File: config.mk
export PLATFORM = sky130hd
export DESIGN_NAME = demux8_32_reg
export DESIGN_NICKNAME = d
export VERILOG_FILES = /design/src/rtl/demux8_32_reg.sv
export SDC_FILE = /design/constraint.sdc
export NUM_CORES = 1
export LEC_CHECK = 0
export ABC_AREA = 1
export BUFFER_PORTS_ARGS = -buffer_cell sky130_fd_sc_hd__buf_4
export CAP_MARGIN = 5
export CORE_ASPECT_RATIO = 1.25
export CORE_MARGIN = 2
export CORE_UTILIZATION = 52
export CTS_BUF_LIST = sky130_fd_sc_hd__clkbuf_8
export DETAILED_ROUTE_END_ITERATION = 7
export PLACE_DENSITY = 0.92
export SYNTH_ARGS = -nofsm -noshare
export SYNTH_HDL_FRONTEND = slang
export SYNTH_SLANG_ARGS = --single-unit
File: constraint.sdc
create_clock -name clock -period 12.7 [get_ports clock]
set_input_delay 2.54 -clock clock [delete_from_list [all_inputs] [get_ports clock]]
set_output_delay 2.54 -clock clock [all_outputs]
set_load 0.05 [all_outputs]
File: src/rtl/demux8_32_reg.sv
// demux8_32_reg: registered 1-to-8 distributor for WIDTH-bit words.
// Each lane holds one word with a valid flag and is released by its own ack.
// Drops to a held lane set a sticky overflow flag.
// Optional round-robin lane pointer: define DEMUX8_32_RR_EN.

// One output lane: data register plus valid flag with accept/reject decode.
module demux8_32_lane #(
    parameter int               WIDTH       = 32,
    parameter logic [WIDTH-1:0] RESET_VALUE = '0
) (
    input  logic             clock,
    input  logic             reset,
    input  logic             i_sel,     // write aimed at this lane this cycle
    input  logic             i_ack,
    input  logic [WIDTH-1:0] i_data,
    output logic [WIDTH-1:0] o_data,
    output logic             o_valid,
    output logic             o_accept,
    output logic             o_reject
);
    logic [WIDTH-1:0] r_data;
    logic             r_valid;

    // A held word can be replaced in the same cycle it is being consumed.
    assign o_accept = i_sel & (~r_valid | i_ack);
    assign o_reject = i_sel & r_valid & ~i_ack;
    assign o_data   = r_data;
    assign o_valid  = r_valid;

    // Lane data only changes on an accepted write; ack leaves data in place.
    always_ff @(posedge clock or posedge reset) begin
        if (reset)         r_data <= RESET_VALUE;
        else if (o_accept) r_data <= i_data;
    end

    // Accepted write sets valid and beats a same-cycle ack; ack alone clears it.
    always_ff @(posedge clock or posedge reset) begin
        if (reset)         r_valid <= 1'b0;
        else if (o_accept) r_valid <= 1'b1;
        else if (i_ack)    r_valid <= 1'b0;
    end
endmodule

module demux8_32_reg #(
    parameter int               WIDTH       = 32,
    parameter logic [WIDTH-1:0] RESET_VALUE = '0
) (
    input  logic             clock,
    input  logic             reset,
    input  logic             s0,
    input  logic             s1,
    input  logic             s2,
    input  logic [WIDTH-1:0] in,
    input  logic             wren,
    input  logic [7:0]       ack,
    input  logic             auto,
    output logic [WIDTH-1:0] out0,
    output logic [WIDTH-1:0] out1,
    output logic [WIDTH-1:0] out2,
    output logic [WIDTH-1:0] out3,
    output logic [WIDTH-1:0] out4,
    output logic [WIDTH-1:0] out5,
    output logic [WIDTH-1:0] out6,
    output logic [WIDTH-1:0] out7,
    output logic [7:0]       valid,
    output logic             full,
    output logic             overflow,
    input  logic             clr_ovf,
    output logic [2:0]       ptr
);
    logic [7:0][WIDTH-1:0] w_data;
    logic [7:0]            w_valid;
    logic [7:0]            w_acc;
    logic [7:0]            w_rej;
    logic [7:0]            w_sel;
    logic [2:0]            w_lane;
    logic                  r_ovf;

`ifdef DEMUX8_32_RR_EN
    logic [2:0] r_ptr;

    assign w_lane = auto ? r_ptr : {s2, s1, s0};
    assign ptr    = r_ptr;

    // Pointer advances only when an auto-targeted write actually lands.
    always_ff @(posedge clock or posedge reset) begin
        if (reset)                 r_ptr <= 3'd0;
        else if (auto && |w_acc)   r_ptr <= r_ptr + 3'd1;
    end
`else
    logic w_unused_auto;

    assign w_unused_auto = auto;
    assign w_lane        = {s2, s1, s0};
    assign ptr           = 3'd0;
`endif

    // One-hot write strobe toward the target lane.
    always_comb begin
        w_sel         = '0;
        w_sel[w_lane] = wren;
    end

    for (genvar k = 0; k < 8; k++) begin : g_lane
        demux8_32_lane #(
            .WIDTH       (WIDTH),
            .RESET_VALUE (RESET_VALUE)
        ) u_lane (
            .clock    (clock),
            .reset    (reset),
            .i_sel    (w_sel[k]),
            .i_ack    (ack[k]),
            .i_data   (in),
            .o_data   (w_data[k]),
            .o_valid  (w_valid[k]),
            .o_accept (w_acc[k]),
            .o_reject (w_rej[k])
        );
    end

    // Sticky drop flag; a new rejection outranks a same-cycle clear.
    always_ff @(posedge clock or posedge reset) begin
        if (reset)        r_ovf <= 1'b0;
        else if (|w_rej)  r_ovf <= 1'b1;
        else if (clr_ovf) r_ovf <= 1'b0;
    end

    assign out0     = w_data[0];
    assign out1     = w_data[1];
    assign out2     = w_data[2];
    assign out3     = w_data[3];
    assign out4     = w_data[4];
    assign out5     = w_data[5];
    assign out6     = w_data[6];
    assign out7     = w_data[7];
    assign valid    = w_valid;
    assign full     = &w_valid;
    assign overflow = r_ovf;
endmodule

==> results.ini <==
[status]
status = completed

[final_layout]
layout-drive-gt1-share = 0.300
areaGrowthSynthToFinish_pct = 32.0
nets = 1301
final_cells = 1506
n_antenna_cell = 0
final_util = 0.704
num-fill-cells = 1281

[clock_tree]
cts-root-buf = clkbuf_8
ctsResizeCount = 0
h-tree-depth = 2
postCtsSetupBuffers = 0
clk_pin_slew_ns = 0.06
cts.sinks = 265
cts_tree = done
hold_buffers = 0
insertion_delay_ns = 0.52
cts_buffers = 39
cts_max_path_buffers = 3

[synthesis]
yosysUniqueCellTypes = 15
synth.area.top_cells = dfrtp_1, o21ai_0, nand2_1
synth_top_flop_cell = dfrtp_1
synth_area_leader_cell = dfrtp_1
synth_area_mm2 = 0.00969
synth_common_cells = nand2_1, dfrtp_1, o21ai_0, inv_1, buf_2
ys_ff_latch = 265
synth_edf_count = 0
synth.most_common_cell = nand2_1
netlist_instances = 956
synth_sequential_area_ratio = 0.685
syn_area_per_cell_um2 = 10.1
async_flop_share = 1.00
yosysTopAreaCellShare = 0.685
yosysWarningCount = 0

[timing]
worst_pin_slew_ns = 1.22
final.min_clock_period_ns = 4.36
fmax_mhz = 229
fin_ws_ns = 8.34
tns_ns = 0
setup_violations = 0
drv_slew = 0
finClkSkew_ns = 0.0231
hold_viol = 0
slew_headroom = 0.186
finalCritPeriodShare = 0.343
holdWs_ns = 0.487
rsz0062_at_grt = no

[global_routing]
grt_max_degree = 144
grt_first_pass_wirelength_mm = 42.8
first_global_vias = 8009
overflow = 0
antenna_found_initial = 0
grt_use_total = 0.277

[power]
leakage_nw = 6.79
combPwrFrac = 0.385
p_sw_frac = 0.428
pwr-share-clk = 0.228
switchingPower_w = 0.00123
seq_power_share = 0.387
intPower_w = 0.00165
powerDensity_mw_per_mm2 = 225
max-vdd-ir-drop_mv = 0.153

[worst_setup_path]
required_ns = 13.30
worst-path-buf-inv = 4
reg2reg_slack_ns = 10.69
crit_fanout = 143
path_cells = buf_4, inv_8, buf_4, buf_4
max_stage_delay_ns = 0.86
cp-start-kind = primary input
worst_path_most_repeated_cell = buf_4
end_kind = asynchronous set/reset pin
r2r-start = g_lane[5].u_lane.o_valid
path_class = primary input to asynchronous set/reset pin
critical_path.top_delay_family = buffers and inverters
reg2reg_depth = 5
crit_arrival_ns = 4.96
r2r_end = g_lane[5].u_lane.o_data[15]
cp_slowest_cell = buf_4

[job]
max_cap_viol_count = 0

[hold_path]
hp-class = register to register
hold_path_depth = 2
holdCritStartpoint = g_lane[7].u_lane.o_data[17]
worstHoldEndpoint = g_lane[7].u_lane.o_data[17]

[place]
dpl.hpwl_mm = 18.5
dp_slack_ns = 7.72
gp_congestion = 0.865
dp.cells = 1440
io_buffers = 312

[die]
die_height_um = 157
dieWidth_um = 126
fp-row-count = 55
initial_core_util = 0.533
pin_count = 317
fp.dieArea_mm2 = 0.0197
coreArea_mm2 = 0.0182

[route]
avgViaCountPerCell = 5.36
detail_route.wl_per_cell_um = 18.4
drcViolationCount = 0
via_count = 8069
wl_met2_mm = 13.6
dr_wl_met3_mm = 2.30
highest_layer = met4
drtIter0Drc = 640
wl_mm = 27.7
wl_met1_mm = 10.2
ant_nets = 0
firstDrtPassIters = 5

-- layout make-up --
cell class / count / area (um2) / share of cell area
flip-flops and latches: 265 / 6630 / 0.519
multi-input cells: 572 / 2510 / 0.196
repair buffers: 320 / 2400 / 0.188
clock buffers: 49 / 674 / 0.0527
well taps: 228 / 285 / 0.0223
inverters: 55 / 214 / 0.0167
clock inverters: 17 / 68.8 / 0.00538
-- layout by cell type, fill, tap and decap left out --
master,synthesis,final
o21ai_0,256,256
nor2_1,18,18
nor2_2,1,1
nand3_1,5,3
conb_1,1,3
clkbuf_8,0,49
inv_1,55,67
dfrtp_1,265,265
nand2_2,0,5
nand2_1,286,281
inv_8,0,1
nand4_1,2,2
buf_4,14,320
clkinv_2,0,4
nand3_2,1,3
-- metrics by stage --
stage | total power (W) | cell area, um2
2_1_floorplan | 0.00185 | 9690
3_3_place_gp | 0.00220 | 12000
3_5_place_dp | 0.00223 | 12000
4_1_cts | 0.00289 | 12800
5_1_grt | 0.00299 | 12800
6_report | 0.00287 | 12800
-- power by group through the flow --
| stage | sequential (W) | combinational, W | clock, W |
|---|---|---|---|
| after floorplan | 0.00170 | 0.000156 | 0 |
| after global placement | 0.00111 | 0.00108 | 0 |
| after detailed placement | 0.00112 | 0.00111 | 0 |
| after CTS | 0.00111 | 0.00111 | 0.000667 |
| after global routing | 0.00113 | 0.00115 | 0.000709 |
| final | 0.00111 | 0.00111 | 0.000656 |
-- routing by layer --
layer	GRT usage	vias up
met5	0	-
met4	0.155	0
met3	0.0728	96
met2	0.465	426
met1	0.326	3898
li1	-	3649
-- worst max path at each step --
stage / slack (ns) / cells past startpoint / startpoint / endpoint
2_1_floorplan: 2.86 / 1 / reset / g_lane[0].u_lane.o_data[0]
3_3_place_gp: 7.74 / 4 / reset / g_lane[7].u_lane.o_data[10]
3_5_place_dp: 7.72 / 4 / reset / g_lane[5].u_lane.o_data[14]
4_1_cts: 8.27 / 4 / reset / g_lane[3].u_lane.o_data[4]
5_1_grt: 7.95 / 4 / reset / g_lane[6].u_lane.o_data[8]
6_report: 8.34 / 4 / reset / g_lane[6].u_lane.o_data[14]
-- registers in the layout, indices dropped and copies added, names as in the netlist --
register / cells
g_lane.u_lane.o_data: 256
g_lane.u_lane.o_valid: 8
overflow: 1
-- worst reg2reg max path, cell delays in order, from the launching register on --
cell and delay (ns):
dfrtp_1 0.38, inv_1 0.05, nor2_1 0.15, inv_1 0.10, nand2_2 0.86, o21ai_0 0.29
-- cells by family (layout without fill, tap and decap cells) --
logic type,count (synthesis),in the layout,share of synthesized area
AOI/OAI and AO/OA,256,256,0.132
buffers and inverters,121,441,0.0594
and+or+nand+nor,313,313,0.123
other,1,3,0.000387
DFF,265,265,0.685
(Power assumes the default switching activity.)
